--- src/rtl/disp_arb_pkg.sv ---
// disp_arb_pkg -- shared types and constants for the display arbiter.
//   state_e        : arbiter FSM states (IDLE, SHOW, GAP)
//   NREQ           : number of requesters
//   DAT_W, PT_W    : display word width and decimal-point index width
//   onehot_to_idx  : encode a one-hot grant vector into a requester index
// Optional feature macro used by the arbiter: DISP_ARB_PRIO_EN.
package disp_arb_pkg;

    localparam int NREQ  = 4;
    localparam int DAT_W = 16;
    localparam int PT_W  = 2;

    typedef enum logic [1:0] {
        ST_IDLE = 2'd0,
        ST_SHOW = 2'd1,
        ST_GAP  = 2'd2
    } state_e;

    // Encode a one-hot vector; an all-zero vector maps to index 0.
    function automatic logic [1:0] onehot_to_idx(input logic [NREQ-1:0] v);
        logic [1:0] idx;
        idx = 2'd0;
        for (int i = 0; i < NREQ; i++) begin
            if (v[i]) idx = i[1:0];
        end
        return idx;
    endfunction

endpackage

--- src/rtl/disp_arbiter_rr_pick4.sv ---
// rr_pick4 -- combinational rotate-priority picker for four requesters.
//   req_i   [3:0] : request vector
//   ptr_i   [1:0] : index with highest priority this round
//   gnt_o   [3:0] : one-hot pick, first set req bit at or above ptr_i (mod 4)
//   valid_o       : any request present
module rr_pick4
    import disp_arb_pkg::*;
(
    input  logic [NREQ-1:0] req_i,
    input  logic [1:0]      ptr_i,
    output logic [NREQ-1:0] gnt_o,
    output logic            valid_o
);

    logic       found;
    logic [1:0] idx;

    always_comb begin
        gnt_o = '0;
        found = 1'b0;
        idx   = 2'd0;
        for (int k = 0; k < NREQ; k++) begin
            // 2-bit add wraps naturally, giving the mod-4 search order.
            idx = ptr_i + k[1:0];
            if (!found && req_i[idx]) begin
                gnt_o[idx] = 1'b1;
                found      = 1'b1;
            end
        end
    end

    assign valid_o = |req_i;

endmodule

--- src/rtl/disp_arbiter.sv ---
// disp_arbiter -- time-sliced arbiter sharing one display scanner between
// four requesters. A grant is held for HOLD_MS ce1ms ticks or until the
// granted request drops, followed by a one-cycle gap.
//   clk, rst_n      : clock, asynchronous active-low reset
//   ce1ms           : one-cycle 1 ms tick
//   req [3:0]       : level requests
//   req_dat [63:0]  : per-requester 16-bit words
//   req_pt [7:0]    : per-requester 2-bit decimal-point index
//   gnt [3:0]       : registered one-hot grant
//   done [3:0]      : one-cycle pulse when a hold period completes
//   disp_dat, disp_pt, disp_vld : data towards the scanner
//   dbg_state       : current FSM state, for observation
// Handshake: req is a level; a requester keeps req high to stay granted and
// sees gnt as acknowledgement. There is no back-pressure on the scanner side.
// Macro DISP_ARB_PRIO_EN: requester 0 gets strict priority and preempts others.
module disp_arbiter
    import disp_arb_pkg::*;
#(
    parameter int unsigned HOLD_MS = 500
) (
    input  logic                  clk,
    input  logic                  rst_n,
    input  logic                  ce1ms,
    input  logic [NREQ-1:0]       req,
    input  logic [NREQ*DAT_W-1:0] req_dat,
    input  logic [NREQ*PT_W-1:0]  req_pt,
    output logic [NREQ-1:0]       gnt,
    output logic [NREQ-1:0]       done,
    output logic [DAT_W-1:0]      disp_dat,
    output logic [PT_W-1:0]       disp_pt,
    output logic                  disp_vld,
    output logic [1:0]            dbg_state
);

    localparam logic [15:0] HOLD_LAST = 16'(HOLD_MS - 1);

    state_e            state_q, state_d;
    logic [1:0]        rr_ptr_q, rr_ptr_d;
    logic [15:0]       cnt_q, cnt_d;
    logic [NREQ-1:0]   gnt_q, gnt_d;
    logic [NREQ-1:0]   done_q, done_d;
    logic [DAT_W-1:0]  dat_q, dat_d;
    logic [PT_W-1:0]   pt_q, pt_d;

    logic [NREQ-1:0]   pick;
    logic              pick_vld;
    logic [1:0]        gnt_idx;
    logic              gnt_live;
    logic              expire;

    rr_pick4 u_pick (
        .req_i   (req),
        .ptr_i   (rr_ptr_q),
        .gnt_o   (pick),
        .valid_o (pick_vld)
    );

    assign gnt_idx  = onehot_to_idx(gnt_q);
    assign gnt_live = |(req & gnt_q);
    assign expire   = ce1ms && (cnt_q == HOLD_LAST);

    always_comb begin
        state_d  = state_q;
        rr_ptr_d = rr_ptr_q;
        cnt_d    = cnt_q;
        gnt_d    = gnt_q;
        done_d   = '0;
        dat_d    = dat_q;
        pt_d     = pt_q;

        case (state_q)
            ST_IDLE: begin
                if (pick_vld) begin
                    state_d = ST_SHOW;
                    cnt_d   = '0;
`ifdef DISP_ARB_PRIO_EN
                    gnt_d   = req[0] ? 4'b0001 : pick;
`else
                    gnt_d   = pick;
`endif
                end
            end

            ST_SHOW: begin
                // Mirror the granted slice every cycle so live updates pass through.
                for (int i = 0; i < NREQ; i++) begin
                    if (gnt_q[i]) begin
                        dat_d = req_dat[i*DAT_W +: DAT_W];
                        pt_d  = req_pt[i*PT_W +: PT_W];
                    end
                end
                if (ce1ms) cnt_d = cnt_q + 16'd1;

                // Expiry wins over a simultaneous request drop.
                if (expire) begin
                    state_d  = ST_GAP;
                    gnt_d    = '0;
                    done_d   = gnt_q;
                    rr_ptr_d = gnt_idx + 2'd1;
                end else if (!gnt_live) begin
                    state_d  = ST_GAP;
                    gnt_d    = '0;
                    rr_ptr_d = gnt_idx + 2'd1;
                end
`ifdef DISP_ARB_PRIO_EN
                // Preemption by requester 0 leaves the round-robin pointer alone.
                else if (req[0] && !gnt_q[0]) begin
                    state_d = ST_GAP;
                    gnt_d   = '0;
                end
`endif
            end

            ST_GAP: begin
                state_d = ST_IDLE;
            end

            default: begin
                state_d = ST_IDLE;
                gnt_d   = '0;
            end
        endcase
    end

    always_ff @(posedge clk or negedge rst_n) begin
        if (!rst_n) begin
            state_q  <= ST_IDLE;
            rr_ptr_q <= 2'd0;
            cnt_q    <= 16'd0;
            gnt_q    <= '0;
            done_q   <= '0;
            dat_q    <= '0;
            pt_q     <= '0;
        end else begin
            state_q  <= state_d;
            rr_ptr_q <= rr_ptr_d;
            cnt_q    <= cnt_d;
            gnt_q    <= gnt_d;
            done_q   <= done_d;
            dat_q    <= dat_d;
            pt_q     <= pt_d;
        end
    end

    assign gnt       = gnt_q;
    assign done      = done_q;
    assign disp_dat  = dat_q;
    assign disp_pt   = pt_q;
    assign disp_vld  = |gnt_q;
    assign dbg_state = state_q;

endmodule

--- config.mk ---
export PLATFORM = sky130hd
export DESIGN_NAME = disp_arbiter
export DESIGN_NICKNAME = d
export VERILOG_FILES = /design/src/rtl/disp_arb_pkg.sv /design/src/rtl/disp_arbiter_rr_pick4.sv /design/src/rtl/disp_arbiter.sv
export SDC_FILE = /design/constraint.sdc
export NUM_CORES = 1
export LEC_CHECK = 0
export CORE_UTILIZATION = 48
export DETAILED_ROUTE_END_ITERATION = 10
export PLACE_DENSITY = 0.88
export SYNTH_ARGS = -nofsm -noshare
export SYNTH_HDL_FRONTEND = slang
export SYNTH_SLANG_ARGS = --single-unit
--- constraint.sdc ---
create_clock -name clk -period 5.1 [get_ports clk]
set_input_delay 1.02 -clock clk [delete_from_list [all_inputs] [get_ports clk]]
set_output_delay 1.02 -clock clk [all_outputs]
set_load 0.05 [all_outputs]
## Word-level counts from Yosys, hierarchy flattened

Cells that the tools add are included.

- Add/subtract/negate cells: 5
- Order comparisons: 8
- Equality and inequality tests: 7
- Muxes and demuxes: 49
- Bitwise operators: 5
- Reductions and logical operators: 22

Operator list:

| cell | count |
|---|---|
| two-way mux 16 bit | 6 |
| two-way mux 4 bit | 9 |
| case mux 16 bit (2 select lines) | 1 |
| two-way mux 2 bit | 11 |
| adder 16 x 1 -> 16 bit (second input constant) | 1 |
| equality test 16 x 9 -> 1 bit (second input constant) | 1 |
| < comparator 2 x 3 -> 1 bit (second input constant) | 4 |
| two-way mux 1 bit | 12 |
| bitwise OR 4 bit | 3 |
| case mux 4 bit (3 select lines) | 1 |
| OR reduction 4 bit | 3 |
| binary-select mux 1 bit (select 2 bit) | 4 |
| demux 1 bit (select 2 bit) | 4 |
| greater-or-equal comparator 2 x 1 -> 1 bit (second input constant) | 4 |
| logical AND 1 bit | 8 |
| AND reduction 2 bit | 3 |
| AND reduction 3 bit | 2 |
| adder 2 x 1 -> 2 bit (second input constant) | 2 |
| adder 2 bit (second input constant) | 2 |
| AND 4 bit | 1 |
| != test 2 bit (second input constant) | 2 |
| case mux 2 bit (2 select lines) | 1 |
| nonzero test 4 bit | 1 |
| logical NOT 1 bit | 3 |
| 7 further kinds | 7 |

- Register bits after elaboration: 46
- Output and inout port bits: 29
- Logic and storage cells: 103

## Logic depth before layout (Yosys ltp)

- Depth after elaboration: 14
- Depth in mapped cells: 8
- Depth with buffers taken out: 7

## Cells and area by module

From an unflattened synthesis, not the netlist that was laid out.

- Cells, all modules: 317
- Area total of the unflattened synthesis: 2894.0 sq um

By module, submodules not included:

| module | times used | cells an instance | area an instance (sq um) |
|---|---|---|---|
| disp_arbiter | 1 | 280 | 2548.7 |
| rr_pick4 | 1 | 37 | 345.3 |

## Worst setup path before layout

Ideal clock, no wire load.

- Path kind: register -> output
- Start: register gnt_q[1], in the netlist gnt[1]
- End: output port disp_vld
- Arrival time: 1543 ps
- Slack: 2537 ps
- Cell stages (with the launch flop): 3
- Path buffers: 1
- Path through: dfrtp_1 clkbuf_1 or4_1

- Cells in the longest elaborated chain, start to end: 1

RTL lines:

| element | line | RTL |
|---|---|---|
| start: declaration | disp_arbiter.sv:40 | `logic [NREQ-1:0] gnt_q, gnt_d;` |
| start signal: assignment | disp_arbiter.sv:138 | `gnt_q <= gnt_d;` |
| OR reduction 4 bit | disp_arbiter.sv:149 | `assign disp_vld = \|gnt_q;` |
| end: declaration | disp_arbiter.sv:31 | `output logic disp_vld,` |

No other way between the ends.

## Worst setup path in the final report

- Start: register gnt_q[3], in the netlist gnt[3]
- End: output port gnt[3]

RTL lines:

| element | line | RTL |
|---|---|---|
| end: declaration | disp_arbiter.sv:27 | `output logic [NREQ-1:0] gnt,` |

No word-level cell between the ends.

==> results.json <==
{
  "avgSynthCellArea_sq_um": 8.80,
  "grt_max_degree": 47,
  "initial_utilization_pct": 50.1,
  "timing.hold.worst_path_depth": 1,
  "die_height_um": 81.1,
  "number_of_flops_mapped_to_enable_cells_by_yosys": 0,
  "worstPathArrival_ns": 2.21,
  "drt_first_iter_violations": 131,
  "postRouteWirelength_um": 7890,
  "detail_route.drc_violations": 0,
  "vdd_drop_max_mv": 0.363,
  "cap_viol_max_count": 0,
  "coreArea_sq_um": 5990,
  "cts_hold_repair.buffers": 0,
  "cts_resized": 0,
  "flip_flop_and_latch_count_after_synthesis": 46,
  "post_cts.repair.setup_buffers": 0,
  "startpoint_type": "register",
  "num_vias": 2873,
  "fraction_of_power_consumed_by_the_clock_network_pct": 10.1,
  "avgViaCountPerCell": 5.63,
  "hold_viol": 0,
  "die_width_um": 81.1,
  "finClkSkew_ns": 0.00787,
  "synth_warnings": 0,
  "period_needed_ns": 3.23,
  "setup_violations": 0,
  "max_slew.worst_pin.slew_ns": 1.00,
  "grt_antenna_before_repair": 0,
  "yosysSeqAreaShare_pct": 38.4,
  "filler_cell_count": 463,
  "outcome": "finished clean",
  "dp_hpwl_um": 5800,
  "switching_part_of_the_total_power_pct": 49.1,
  "clk_pin_slew_worst_paths_ns": 0.07,
  "p_switching_mw": 1.06,
  "post_dp_cell_area_sq_um": 4080,
  "sequential_share_of_power_pct": 26.9,
  "clock_insertion_delay_worst_skew_ns": 0.29,
  "netlist.area_leader.share_pct": 38.4,
  "first_global_vias": 2488,
  "async_reset_ff_share_pct": 100,
  "worstRegToRegCells": 7,
  "synth.cell_area_sq_um": 3000,
  "grt_pass1_wl_um": 11800,
  "cts-root-to-sink-buffers": 2,
  "post_synth_inst_count": 341,
  "design.die.area_sq_um": 6570,
  "p_int_mw": 1.10,
  "port_buffers": 107,
  "hold-worst-slack_ns": 0.490,
  "p_comb_share_pct": 63.0,
  "finalWeightedCongestion": 0.857,
  "layout-drive-gt1-share_pct": 3.45,
  "slew_viol_final": 0,
  "pwr_density_cell_nw_per_um2": 517,
  "placedCellCount": 504,
  "peak_fanout_along_the_critical_path": 29,
  "antenna_left": 0,
  "design.portCount": 108,
  "synthDominantAreaCellType": "sky130_fd_sc_hd__dfrtp_1",
  "leakage_nw": 1.64,
  "nature_of_the_critical_path_endpoint": "output port",
  "final_setup_tns_ns": 0,
  "total_number_of_h_tree_levels": 2,
  "fin_nets": 523,
  "grt_setup_unrepaired": "false",
  "stdcell_count": 510,
  "post-route-period-util_pct": 63.4,
  "overall_global_routing_resource_usage_pct": 23.5,
  "min_path_type": "register to register",
  "post_synth_main_area_contributors": "sky130_fd_sc_hd__dfrtp_1 38%, sky130_fd_sc_hd__mux2i_1 8.3%, sky130_fd_sc_hd__o211ai_1 5.5%, sky130_fd_sc_hd__o21a_1 4.5%, sky130_fd_sc_hd__a21oi_1 4.2%",
  "cts_tree": "built",
  "tritoncts.num_buffers": 5,
  "worst-setup-path-type": "register to output port",
  "total_power_mw": 2.15,
  "postSynth.topFlopCell": "sky130_fd_sc_hd__dfrtp_1",
  "relSlewSlack_pct": 33.1,
  "average_wire_per_cell_in_the_routed_design_um": 15.5,
  "gr-total-overflow": 0,
  "syn_nets": 428,
  "cts.root.buffer_cell": "sky130_fd_sc_hd__clkbuf_8",
  "floorplan.rows": 28,
  "layout-area-overhead-vs-synth_pct": 38.9,
  "yosysUniqueCellTypes": 45,
  "max_freq_mhz": 309,
  "worst_ep_required_time_ns": 4.08,
  "numClockSinks": 46,
  "dr.pass1.iters": 6,
  "antenna_cells_inserted": 0,
  "final_area_sq_um": 4170
}
## logic make-up after synthesis
group / after synthesis / synth area share, %
adders and majority gates: 8 / 3.34
buffers and inverters: 37 / 5.50
DFF: 46 / 38.4
and+or+nand+nor: 121 / 20.4
muxes: 27 / 9.09
AOI/OAI and AO/OA: 94 / 21.0
xor gates and xnor gates: 8 / 2.34
## final cells by class
type / count / area [sq um] / share of cell area [%]
Sequential cell: 46 / 1150 / 27.6
Timing Repair Buffer: 112 / 1100 / 26.5
Inverter: 13 / 48.8 / 1.17
Multi-Input combinational cell: 258 / 1690 / 40.5
Clock buffer: 6 / 82.6 / 1.98
Tap cell: 75 / 93.8 / 2.25
## cells in the final DEF, fill, tap and decap left out, types with 7 or more instances in the layout
cell                              netlist  final
sky130_fd_sc_hd__xnor2_1                8      8
sky130_fd_sc_hd__inv_1                 13     13
sky130_fd_sc_hd__nor2_1                31     31
sky130_fd_sc_hd__a21oi_1               25     25
sky130_fd_sc_hd__o21ai_0                7      7
sky130_fd_sc_hd__nor3_1                11     11
sky130_fd_sc_hd__clkdlybuf4s50_1        0    106
sky130_fd_sc_hd__o21a_1                18     18
sky130_fd_sc_hd__mux2i_1               25     25
sky130_fd_sc_hd__ha_1                   8      8
sky130_fd_sc_hd__o211ai_1              22     22
sky130_fd_sc_hd__dfrtp_1               46     46
sky130_fd_sc_hd__nand2_1               32     32
## power groups by stage
stage                     clock network [mW]  registers (mW)  logic [mW]
after floorplan                            0           0.866       0.666
after global placement                     0           0.578        1.32
after detailed placement                   0           0.585        1.35
after CTS                              0.220           0.578        1.37
after global routing                   0.233           0.594        1.45
final                                  0.218           0.579        1.36
## stage by stage
step           utilization [%]  setup slack [ns]
2_1_floorplan                -              2.54
3_3_place_gp              68.2              1.94
3_5_place_dp              68.2              1.82
4_1_cts                   69.5              1.87
5_1_grt                   69.5              1.79
6_report                  69.5              1.87
## cell usage after synthesis, types with 2 or more instances
| master | count |
|---|---|
| sky130_fd_sc_hd__a21boi_1 | 2 |
| sky130_fd_sc_hd__mux2i_1 | 25 |
| sky130_fd_sc_hd__or4_1 | 3 |
| sky130_fd_sc_hd__buf_6 | 2 |
| sky130_fd_sc_hd__nor2_1 | 31 |
| sky130_fd_sc_hd__o21ai_0 | 7 |
| sky130_fd_sc_hd__dfrtp_1 | 46 |
| sky130_fd_sc_hd__and2_1 | 6 |
| sky130_fd_sc_hd__clkbuf_1 | 12 |
| sky130_fd_sc_hd__a21oi_1 | 25 |
| sky130_fd_sc_hd__nand3b_1 | 2 |
| sky130_fd_sc_hd__or2_1 | 2 |
| sky130_fd_sc_hd__nor3b_1 | 2 |
| sky130_fd_sc_hd__a22o_1 | 4 |
| sky130_fd_sc_hd__nor3_1 | 11 |
| sky130_fd_sc_hd__o211ai_1 | 22 |
| sky130_fd_sc_hd__nor4_1 | 5 |
| sky130_fd_sc_hd__o21ai_1 | 3 |
| sky130_fd_sc_hd__nand4_1 | 2 |
| sky130_fd_sc_hd__buf_2 | 9 |
| sky130_fd_sc_hd__and3_1 | 2 |
| sky130_fd_sc_hd__nand3_1 | 6 |
| sky130_fd_sc_hd__o21a_1 | 18 |
| sky130_fd_sc_hd__inv_1 | 13 |
| sky130_fd_sc_hd__xnor2_1 | 8 |
| sky130_fd_sc_hd__a22oi_1 | 2 |
| sky130_fd_sc_hd__nand2_1 | 32 |
| sky130_fd_sc_hd__mux2_1 | 2 |
| sky130_fd_sc_hd__a221o_1 | 4 |
| sky130_fd_sc_hd__a21o_1 | 3 |
| sky130_fd_sc_hd__nor2b_1 | 5 |
| sky130_fd_sc_hd__nor4bb_1 | 2 |
| sky130_fd_sc_hd__nand2b_1 | 4 |
| sky130_fd_sc_hd__ha_1 | 8 |
## critical path, cell delays in order, from the launching register on
cell and delay (ns):
sky130_fd_sc_hd__dfrtp_1 0.67, sky130_fd_sc_hd__buf_4 0.39, sky130_fd_sc_hd__clkdlybuf4s50_1 0.87
## path summary, 6_finish.rpt
| path | end | start | slack, ns |
|---|---|---|---|
| hold reg to reg | disp_dat[1] | disp_dat[1] | 0.49 |
| min in group asynchronous | cnt_q[0] | rst_n | 0.88 |
| max in group asynchronous | disp_pt[0] | rst_n | 3.59 |
| setup reg to reg | gnt[3] | rr_ptr_q[0] | 2.51 |
| setup / recovery | gnt[3] | gnt[3] | 1.87 |
| hold / removal | disp_dat[1] | disp_dat[1] | 0.49 |
## registers in the layout, summed over array words and instances, names as in the netlist
| name | count |
|---|---|
| disp_pt | 2 |
| cnt_q | 16 |
| done | 4 |
| dbg_state | 2 |
| rr_ptr_q | 2 |
| disp_dat | 16 |
| gnt | 4 |
## metal layers
metal	global-route usage (%)	up-vias	share of wire, %
met5	0	-	0
met4	8.04	0	1.7
met3	3.71	16	4.7
met2	40.0	92	52
met1	30.4	1359	41
li1	-	1406	-
Power figures use the tool's default switching activity.
